## src/rtl/keypad_scan_if.sv

```systemverilog
// Keypad pins and the debounced key code, grouped as one bundle.
// The master side is the keypad/host; the slave side is the scanner.
interface keypad_scan_if;
    logic [3:0]  row;
    logic [3:0]  col;
    logic [15:0] onehot;
    logic        key_event;

    modport master (output row, input col, input onehot, input key_event);
    modport slave  (input row, output col, output onehot, output key_event);
endinterface

```

## src/rtl/keypad_scan.sv

```systemverilog
// 4x4 keypad scanner: drives one column low at a time, samples the rows at
// the end of each column dwell, and debounces whole-keypad snapshots.
// A snapshot is committed once it has been seen DEBOUNCE_SWEEPS+1 times in a
// row; single-key commits update onehot, empty commits clear it, and
// multi-key (possible ghost) commits leave it untouched.
//
// Column scan FSM
//   state | meaning
//   COL0  | column 0 driven low
//   COL1  | column 1 driven low
//   COL2  | column 2 driven low
//   COL3  | column 3 driven low; its last dwell cycle is the sweep end
module keypad_scan #(
    parameter int SCAN_DIV        = 50000,
    parameter int DEBOUNCE_SWEEPS = 5
) (
    input  logic         clk,
    input  logic         RSTn,
    keypad_scan_if.slave kp
);

    localparam int              DW         = $clog2(SCAN_DIV);
    localparam logic [DW-1:0]   DWELL_LAST = DW'(SCAN_DIV - 1);
    localparam logic [3:0]      DEB_TARGET = 4'(DEBOUNCE_SWEEPS);

    typedef enum logic [1:0] {
        COL0 = 2'd0,
        COL1 = 2'd1,
        COL2 = 2'd2,
        COL3 = 2'd3
    } col_state_t;

    col_state_t    r_state;
    col_state_t    w_state_next;

    logic [3:0]    r_row_meta;
    logic [3:0]    r_row_s;
    logic [DW-1:0] r_dwell;
    logic [3:0]    r_col;
    logic [3:0]    w_col_next;
    logic [15:0]   r_snap_work;
    logic [15:0]   w_snap_next;
    logic [15:0]   r_snap_prev;
    logic [3:0]    r_deb_cnt;
    logic          r_commit;
    logic [15:0]   r_commit_snap;
    logic [15:0]   r_onehot;
    logic [15:0]   w_onehot_next;
    logic          r_key_event;

    logic          w_dwell_last;
    logic          w_sweep_end;
    logic          w_snap_match;
    logic          w_commit;
    logic          w_one_bit;

    assign w_dwell_last = (r_dwell == DWELL_LAST);
    assign w_sweep_end  = w_dwell_last && (r_state == COL3);
    assign w_snap_match = (w_snap_next == r_snap_prev);
    // The commit fires only on the transition into saturation, so a long
    // stable run produces exactly one commit.
    assign w_commit     = w_sweep_end && w_snap_match && (r_deb_cnt == DEB_TARGET - 4'd1);
    assign w_one_bit    = (r_commit_snap != 16'h0000) &&
                          ((r_commit_snap & (r_commit_snap - 16'd1)) == 16'h0000);

    // Two-flop synchronizer; rows idle high so reset loads all ones.
    always_ff @(posedge clk) begin
        if (RSTn) begin
            r_row_meta <= 4'b1111;
            r_row_s    <= 4'b1111;
        end else begin
            r_row_meta <= kp.row;
            r_row_s    <= r_row_meta;
        end
    end

    // Column dwell timer.
    always_ff @(posedge clk) begin
        if (RSTn) begin
            r_dwell <= '0;
        end else if (w_dwell_last) begin
            r_dwell <= '0;
        end else begin
            r_dwell <= r_dwell + DW'(1);
        end
    end

    // Column FSM state and registered column drive.
    always_ff @(posedge clk) begin
        if (RSTn) begin
            r_state <= COL0;
            r_col   <= 4'b1110;
        end else begin
            r_state <= w_state_next;
            r_col   <= w_col_next;
        end
    end

    // Next column on dwell wrap, and its active-low drive pattern.
    always_comb begin
        w_state_next = r_state;
        w_col_next   = 4'b1110;
        if (w_dwell_last) begin
            case (r_state)
                COL0: w_state_next = COL1;
                COL1: w_state_next = COL2;
                COL2: w_state_next = COL3;
                COL3: w_state_next = COL0;
            endcase
        end
        case (w_state_next)
            COL0: w_col_next = 4'b1110;
            COL1: w_col_next = 4'b1101;
            COL2: w_col_next = 4'b1011;
            COL3: w_col_next = 4'b0111;
        endcase
    end

    // Working snapshot with the current column's row sample merged in.
    always_comb begin
        w_snap_next = r_snap_work;
        for (int r = 0; r < 4; r++) begin
            case (r_state)
                COL0: w_snap_next[4*r]     = ~r_row_s[r];
                COL1: w_snap_next[4*r + 1] = ~r_row_s[r];
                COL2: w_snap_next[4*r + 2] = ~r_row_s[r];
                COL3: w_snap_next[4*r + 3] = ~r_row_s[r];
            endcase
        end
    end

    // Snapshot capture at the end of each column dwell.
    always_ff @(posedge clk) begin
        if (RSTn) begin
            r_snap_work <= 16'h0000;
        end else if (w_dwell_last) begin
            r_snap_work <= w_snap_next;
        end
    end

    // Sweep-to-sweep comparison and saturating debounce count.
    always_ff @(posedge clk) begin
        if (RSTn) begin
            r_snap_prev <= 16'h0000;
            r_deb_cnt   <= 4'd0;
        end else if (w_sweep_end) begin
            r_snap_prev <= w_snap_next;
            if (!w_snap_match) begin
                r_deb_cnt <= 4'd0;
            end else if (r_deb_cnt != DEB_TARGET) begin
                r_deb_cnt <= r_deb_cnt + 4'd1;
            end
        end
    end

    // Commit request staged one cycle ahead of the output update.
    always_ff @(posedge clk) begin
        if (RSTn) begin
            r_commit      <= 1'b0;
            r_commit_snap <= 16'h0000;
        end else begin
            r_commit <= w_commit;
            if (w_commit) begin
                r_commit_snap <= w_snap_next;
            end
        end
    end

    // Output selection: single key loads, empty clears, multi-key holds.
    always_comb begin
        w_onehot_next = r_onehot;
        if (r_commit) begin
            if (r_commit_snap == 16'h0000) begin
                w_onehot_next = 16'h0000;
            end else if (w_one_bit) begin
                w_onehot_next = r_commit_snap;
            end
        end
    end

    // Registered key code and new-key pulse.
    always_ff @(posedge clk) begin
        if (RSTn) begin
            r_onehot    <= 16'h0000;
            r_key_event <= 1'b0;
        end else begin
            r_onehot    <= w_onehot_next;
            r_key_event <= (w_onehot_next != r_onehot) && (w_onehot_next != 16'h0000);
        end
    end

    assign kp.col       = r_col;
    assign kp.onehot    = r_onehot;
    assign kp.key_event = r_key_event;

endmodule

```

## src/flat_wrapper.sv

```systemverilog
// flat-port wrapper written by rule: the top's interface ports become plain ports
module keypad_scan_flat 
#(
    parameter int SCAN_DIV        = 50000,
    parameter int DEBOUNCE_SWEEPS = 5
)
  (clk, RSTn, kp_row, kp_col, kp_onehot, kp_key_event);
  keypad_scan_if kp_i ();
  input  logic clk;
  input  logic RSTn;
  input wire logic [$bits(kp_i.row)-1:0] kp_row;
  output wire logic [$bits(kp_i.col)-1:0] kp_col;
  output wire logic [$bits(kp_i.onehot)-1:0] kp_onehot;
  output wire logic [$bits(kp_i.key_event)-1:0] kp_key_event;
  assign kp_i.row = kp_row;
  assign kp_col = kp_i.col;
  assign kp_onehot = kp_i.onehot;
  assign kp_key_event = kp_i.key_event;
  keypad_scan #(.SCAN_DIV(SCAN_DIV), .DEBOUNCE_SWEEPS(DEBOUNCE_SWEEPS)) u_core (.clk(clk), .RSTn(RSTn), .kp(kp_i));
endmodule
```

## config.mk

```make
export PLATFORM = sky130hd
export DESIGN_NAME = keypad_scan_flat
export DESIGN_NICKNAME = d
export VERILOG_FILES = /design/src/rtl/keypad_scan_if.sv /design/src/rtl/keypad_scan.sv /design/src/flat_wrapper.sv
export SDC_FILE = /design/constraint.sdc
export NUM_CORES = 1
export LEC_CHECK = 0
export CORE_AREA = 2 2 106 82
export DETAILED_ROUTE_END_ITERATION = 16
export DIE_AREA = 0 0 108 84
export PLACE_DENSITY = 0.78
export SYNTH_ARGS = -nofsm -noshare
export SYNTH_HDL_FRONTEND = slang
export SYNTH_SLANG_ARGS = --single-unit
```

## constraint.sdc

```tcl
create_clock -name clk -period 2.9 [get_ports clk]
set_input_delay 0.435 -clock clk [delete_from_list [all_inputs] [get_ports clk]]
set_output_delay 0.435 -clock clk [all_outputs]
set_load 0.05 [all_outputs]
```

# [Word level (Yosys, flattened, before mapping)]
# Index checks and enable logic that the tools add are counted.
[classes] bitwise_logic=5 mux=24 n_eq_ne=12 n_addsub=3 reduce_logical=13
[ops] cell="16-bit 2-to-1 mux" n=3
[ops] cell="16-bit zero test" n=2
[ops] cell="16-bit nonzero test" n=2
[ops] cell="16-bit by 1-bit adder with 16-bit output, second input constant" n=1
[ops] cell="16-bit bitwise AND" n=1
[ops] cell="16-bit equality test" n=1
[ops] cell="16-bit equality test, second input constant" n=1
[ops] cell="1-bit 2-to-1 mux" n=16
[ops] cell="16-bit inequality test" n=1
[ops] cell="4-bit case mux with 4 select lines" n=1
[ops] cell="16-bit by 1-bit subtractor with 16-bit output, second input constant" n=1
[ops] cell="2-bit equality test, second input constant" n=4
[ops] cell="4-bit 2-to-1 mux" n=2
[ops] cell="2-bit case mux with 4 select lines" n=1
[ops] cell="1-bit logical AND" n=5
[ops] cell="4-bit by 1-bit adder with 4-bit output, second input constant" n=1
[ops] cell="2-bit by 1-bit equality test with 1-bit output, second input constant" n=2
[ops] cell="4-bit by 3-bit equality test with 1-bit output, second input constant" n=1
[ops] cell="2-bit zero test" n=2
[ops] cell="4-bit by 3-bit inequality test with 1-bit output, second input constant" n=1
[ops] cell="1-bit NOT" n=4
[ops] cell="2-bit 2-to-1 mux" n=1
[ops] cell="2-bit inequality test, second input constant" n=1
[ops] cell="2-bit AND reduction" n=1
[ops] cell="2-bit OR reduction" n=1
[totals] word_cells=69 inputBits=6 register_bits=100

# [Longest topological paths before layout]
# Gate-level depths: netlist (run 1).
[depth] depth_word=9 mapped_depth=12 ltp_nobuf=9

# [Least setup slack after synthesis (run 1)]
# OpenSTA, ideal clock, no wires.
[synth_path] path_type="register to register" startpoint="register u_core.r_state[0]" endpoint="register u_core.r_commit_snap[10]" synth_period_minus_slack_ns=2.577 setup_slack_ns=0.323 stages_incl_launch_ff=13 n_path_buf=3 arrival_time_ns=2.449 cell_sequence="dfxtp_1 -> inv_1 -> ha_1 -> clkbuf_1 -> and2_1 -> o21a_1 -> nor4b_1 -> nand4bb_1 -> nor4bb_1 -> buf_2 -> buf_4 -> mux2i_1 -> nor2_1"
[synth_between] elab_chain_cells=5
[synth_rtl] item="start: declaration" line="keypad_scan.sv:33" source="col_state_t r_state;"
[synth_rtl] item="start signal: assignment" line="keypad_scan.sv:94" source="r_state <= w_state_next;"
[synth_rtl] item="2-bit by 1-bit equality test with 1-bit output (tied with other cells)" line="keypad_scan.sv:123" source="case (r_state)"
[synth_rtl] item="1-bit 2-to-1 mux" line="keypad_scan.sv:123"
[synth_rtl] item="16-bit equality test" line="keypad_scan.sv:59" source="assign w_snap_match = (w_snap_next == r_snap_prev);"
[synth_rtl] item="1-bit logical AND (2 in series)" line="keypad_scan.sv:62" source="assign w_commit = w_sweep_end && w_snap_match && (r_deb_cnt == DEB_TARGET - 4'd1);"
[synth_rtl] item="end signal: assignment" line="keypad_scan.sv:164" source="r_commit_snap <= w_snap_next;"
[synth_rtl] item="end: declaration" line="keypad_scan.sv:46" source="logic [15:0] r_commit_snap;"
# Parallel ways exist; a longest one is shown, timed or not.
# A chain may end at the register's enable or synchronous reset.

# [Final worst setup path (run 1)]
[layout_path] startpoint="register u_core.r_state[1]" endpoint="register u_core.r_commit_snap[13]"
# The elaborated chain is that of the path after synthesis.

==> PnR_summary.wiki, run 1 <==
{| class="wikitable"
! Metric !! Value
|-
| Highest attainable clock frequency || 368 MHz
|-
| Filler cell count in the final layout || 695
|-
| Standard cell with the maximum stage delay on the critical path || dfxtp_1
|-
| Accumulated negative setup slack || 0 ns
|-
| Pwr/cell area || 446 mW/mm^2
|-
| Buffers inserted during post-CTS setup optimization || 0
|-
| Library cell with the largest summed area after synthesis || dfxtp_1
|-
| Worst slew margin || 60.3%
|-
| Final period utilization || 93.8%
|-
| Global placer's final weighted congestion || 0.921
|-
| Post-synthesis compound-gate area fraction || 12.7%
|-
| Count of non-filler cells in the finished layout || 665
|-
| Post-detailed-route DRC marker count || 0
|-
| Dominant synthesized flop cell || dfxtp_1
|-
| Leakage power total || 1.99 nW
|-
| Synth-to-layout area growth || 12.6%
|-
| Sequential element share of the synthesized area || 43.1%
|-
| Clock network fraction of total power || 37.9%
|-
| Tightest Pin Transition || 0.595 ns
|-
| Slew Viols, Final || 0
|-
| Antenna violations before repair || 0
|-
| Antenna-violating nets left || 0
|-
| # setup viols final || 0
|-
| Antenna diode instance count || 0
|-
| Total Die Area || 0.00907 mm^2
|-
| DR iter-0 viols || 217
|-
| Worst reg-to-reg path cell count || 10
|-
| Post-Syn Nets || 542
|-
| Critical path endpoint category || flop
|-
| Total detailed-routing wirelength || 9860 um
|-
| Commonest cells in the netlist || 100 x dfxtp_1, 90 x nor2_1, 36 x nand2_1
|-
| Max rail drop VDD || 323 uV
|-
| Startpoint of the lowest-slack register-to-register path || u_core.r_state[1]
|-
| Net count of the finished layout || 566
|-
| Multi-input logic area || 0.00242 mm^2
|-
| Net switching component of the power || 0.527 mW
|-
| Detailed Place HPWL || 7250 um
|-
| Via density || 5.72
|-
| CTS Hold Buffers Added || 0
|-
| Core area || 0.00816 mm^2
|-
| Clock network latency to the later pin of the worst-skew pair || 0.36 ns
|-
| Routed via count || 3806
|-
| Number of enable-type register cells in the synthesized netlist || 0
|-
| Master cell of the clock root buffer || clkbuf_8
|-
| Post-layout minimum cycle time || 2.72 ns
|-
| Post-synthesis instance area || 0.00464 mm^2
|-
| Status || finished clean
|-
| Reg2Reg Capture Point || u_core.r_commit_snap[13]
|-
| Pin count of the biggest net entering global routing || 31
|-
| CP Max Fanout || 16
|-
| Required time at the endpoint of the critical path || 3.15 ns
|-
| Largest buffer count on any clock path || 2
|-
| Max cap viols || 0
|-
| Type of the worst setup path || flop to flop
|-
| Distinct cells, synth || 55
|-
| Comb power frac || 2.6%
|-
| Number of I/O pins || 27
|-
| Final Skew || 0.0133 ns
|-
| Post-Place Cells || 649
|-
| Wire length of the first global-routing pass || 16900 um
|-
| Classification of the worst-slack hold path || flop to flop
|-
| Synth Area in XOR/XNOR || 5.09%
|-
| Layout cell share with drive strength beyond 1 || 10.2%
|-
| Synthesis Warnings || 0
|-
| Die width || 108 um
|-
| Asr flop ratio synth || 0%
|-
| CTS clock-pin slew for the worst setup and hold paths || 0.10 ns
|-
| Area fraction of the dominant cell type after synthesis || 43.1%
|-
| Via count of the first global-routing pass || 3620
|-
| Worst path most repeated cell || nor2_1
|-
| TritonCTS Sinks || 100
|-
| Mux contribution to synthesized area || 6.47%
|-
| Critical Path Start Type || flop
|-
| GRT Residual Overflow || 0
|-
| Starting utilization of the core area || 56.9%
|-
| Crit path arrival time || 2.97 ns
|-
| Number of clock buffers inserted by TritonCTS || 9
|-
| Leading cell type by number of instances after synthesis || dfxtp_1
|-
| Buffers on Ports || 26
|-
| H-tree depth || 3
|-
| Number of cells upsized or downsized after cts || 0
|-
| All-layer global routing usage || 23.3%
|-
| Simple-gate share of the synthesized area || 24.8%
|-
| Die height || 84 um
|-
| Area taken by flip-flops and latches || 0.00200 mm^2
|-
| Average wire per cell in the routed design || 14.8 um
|-
| Adder-Cell Fraction of Synth Area || 2.37%
|-
| Clock tree from TritonCTS || yes
|-
| Register-to-register setup slack || 0.18 ns
|-
| Launch instance of the worst min-delay path || u_core.r_row_meta[0]
|-
| Dominant combinational cell family by area after synthesis || simple AND/OR/NAND/NOR gates
|-
| Internal power || 1.81 mW
|-
| Hold EP || u_core.r_row_s[0]
|-
| Worst hold stages || 1
|-
| Gate count of the mapped netlist || 528
|-
| Average size of a mapped cell || 8.79 um^2
|-
| Most area-consuming cells after synthesis || dfxtp_1 43%, nor2_1 7.3%, mux2i_1 6.5%
|-
| Post-layout power || 2.33 mW
|-
| Number of hold-slack violations in the final timing report || 0
|-
| Switching Share || 22.6%
|-
| Site row count || 29
|-
| 1st-pass router iterations || 5
|-
| Delay of the slowest critical-path stage || 0.41 ns
|-
| Series of cell instances along the critical path || ha_1, buf_4, nor2_1, a21oi_1, xnor2_1, nand4_1, nor4bb_4, buf_12, mux2i_1, nor2_1
|-
| Portion of total power attributed to sequential cells || 59.4%
|-
| Post-synthesis sequential element count || 100
|}
[power groups by stage]
| stage | Sequential (mW) | Combinational, mW | Clock (mW) |
|---|---|---|---|
| final | 1.39 | 0.0618 | 0.885 |
| after global routing | 1.39 | 0.0679 | 0.967 |
| after CTS | 1.39 | 0.0609 | 0.909 |
| after detailed placement | 1.42 | 0.0605 | 0 |
| after global placement | 1.42 | 0.0592 | 0 |
| after floorplan | 1.42 | 0.0392 | 0 |
[worst max path at each step]
stage	start	to	slack, ns	cells past startpoint
floorplan	u_core.r_state[0]	u_core.r_commit_snap[10]	0.32	12
global placement	u_core.r_commit_snap[0]	u_core.kp.key_event	0.29	7
detailed placement	u_core.r_state[0]	u_core.r_commit_snap[13]	0.20	10
CTS	u_core.r_state[0]	u_core.r_commit_snap[13]	0.13	10
global route	u_core.r_state[1]	u_core.r_commit_snap[13]	-0.01	11
finish	u_core.r_state[1]	u_core.r_commit_snap[13]	0.18	10
[worst max-delay path, delay by kind of cell (launching register included)]
| family | cells | cell delay, ns |
|---|---|---|
| AND/OR/NAND/NOR | 4 | 0.71 |
| flip-flops | 1 | 0.41 |
| multiplexers | 1 | 0.25 |
| buffers and inverters | 2 | 0.40 |
| AO/OA/AOI/OAI | 1 | 0.32 |
| adder cells (fa/ha/maj) | 1 | 0.33 |
| XOR/XNOR | 1 | 0.19 |
[cells by family (layout without fill, tap and decap cells)]
| family | Yosys count | count (layout) |
|---|---|---|
| fa+ha+maj | 9 | 9 |
| mux | 30 | 30 |
| simple gates | 225 | 225 |
| compound gates | 90 | 90 |
| buf+inv | 47 | 76 |
| flops | 100 | 100 |
| xor+xnor | 27 | 27 |
[final cells by class]
class | instances | area share (%)
Sequential cell | 100 | 38.3
Timing Repair Buffer | 44 | 7.94
Clock inverter | 7 | 1.41
Inverter | 16 | 1.15
Clock buffer | 9 | 2.37
Tap cell | 108 | 2.58
Multi-Input combinational cell | 381 | 46.3
[routing by layer]
metal | share of wire (%) | up-vias | track usage [%]
li1 | - | 1882 | -
met1 | 49 | 1820 | 32.7
met2 | 45 | 92 | 36.5
met3 | 4.7 | 12 | 5.70
met4 | 1.1 | 0 | 4.66
met5 | 0 | - | 0
[flip-flops by register name, indices dropped and copies added (netlist names)]
| register | count |
|---|---|
| u_core.kp.col | 4 |
| u_core.kp.key_event | 1 |
| u_core.kp.onehot | 16 |
| u_core.r_commit | 1 |
| u_core.r_commit_snap | 16 |
| u_core.r_deb_cnt | 4 |
| u_core.r_dwell | 16 |
| u_core.r_row_meta | 4 |
| u_core.r_row_s | 4 |
| u_core.r_snap_prev | 16 |
| u_core.r_snap_work | 16 |
| u_core.r_state | 2 |
[per-stage QoR]
stage / setup slack (ns) / hold slack, ns / util, % / area (um^2)
3_5_place_dp: 0.203 / 0.396 / 61.5 / 5020
2_1_floorplan: 0.323 / 0.389 / - / 4640
5_1_grt: -0.0116 / 0.431 / 64.1 / 5230
6_report: 0.180 / 0.415 / 64.1 / 5230
4_1_cts: 0.133 / 0.418 / 63.9 / 5220
3_3_place_gp: 0.289 / 0.393 / 61.5 / 5020
[placed cells by master (no fill, tap or decap), drive strengths merged, types with 13 or more instances in the layout]
| cell | count |
|---|---|
| a211oi | 13 |
| xor2 | 14 |
| mux2i | 30 |
| nor2 | 90 |
| clkdlybuf4s50 | 25 |
| xnor2 | 13 |
| inv | 18 |
| and2 | 13 |
| buf | 19 |
| dfxtp | 100 |
| nand2 | 36 |
| a21oi | 33 |
Power figures use the tool's default switching activity.
==> inputs of run 2 (changes only) <==
Settings changed: CTS_CLUSTER_DIAMETER from default to 80.
==> results of run 2 <==
No change in the layout: final DEF, timing and power equal those of run 1.
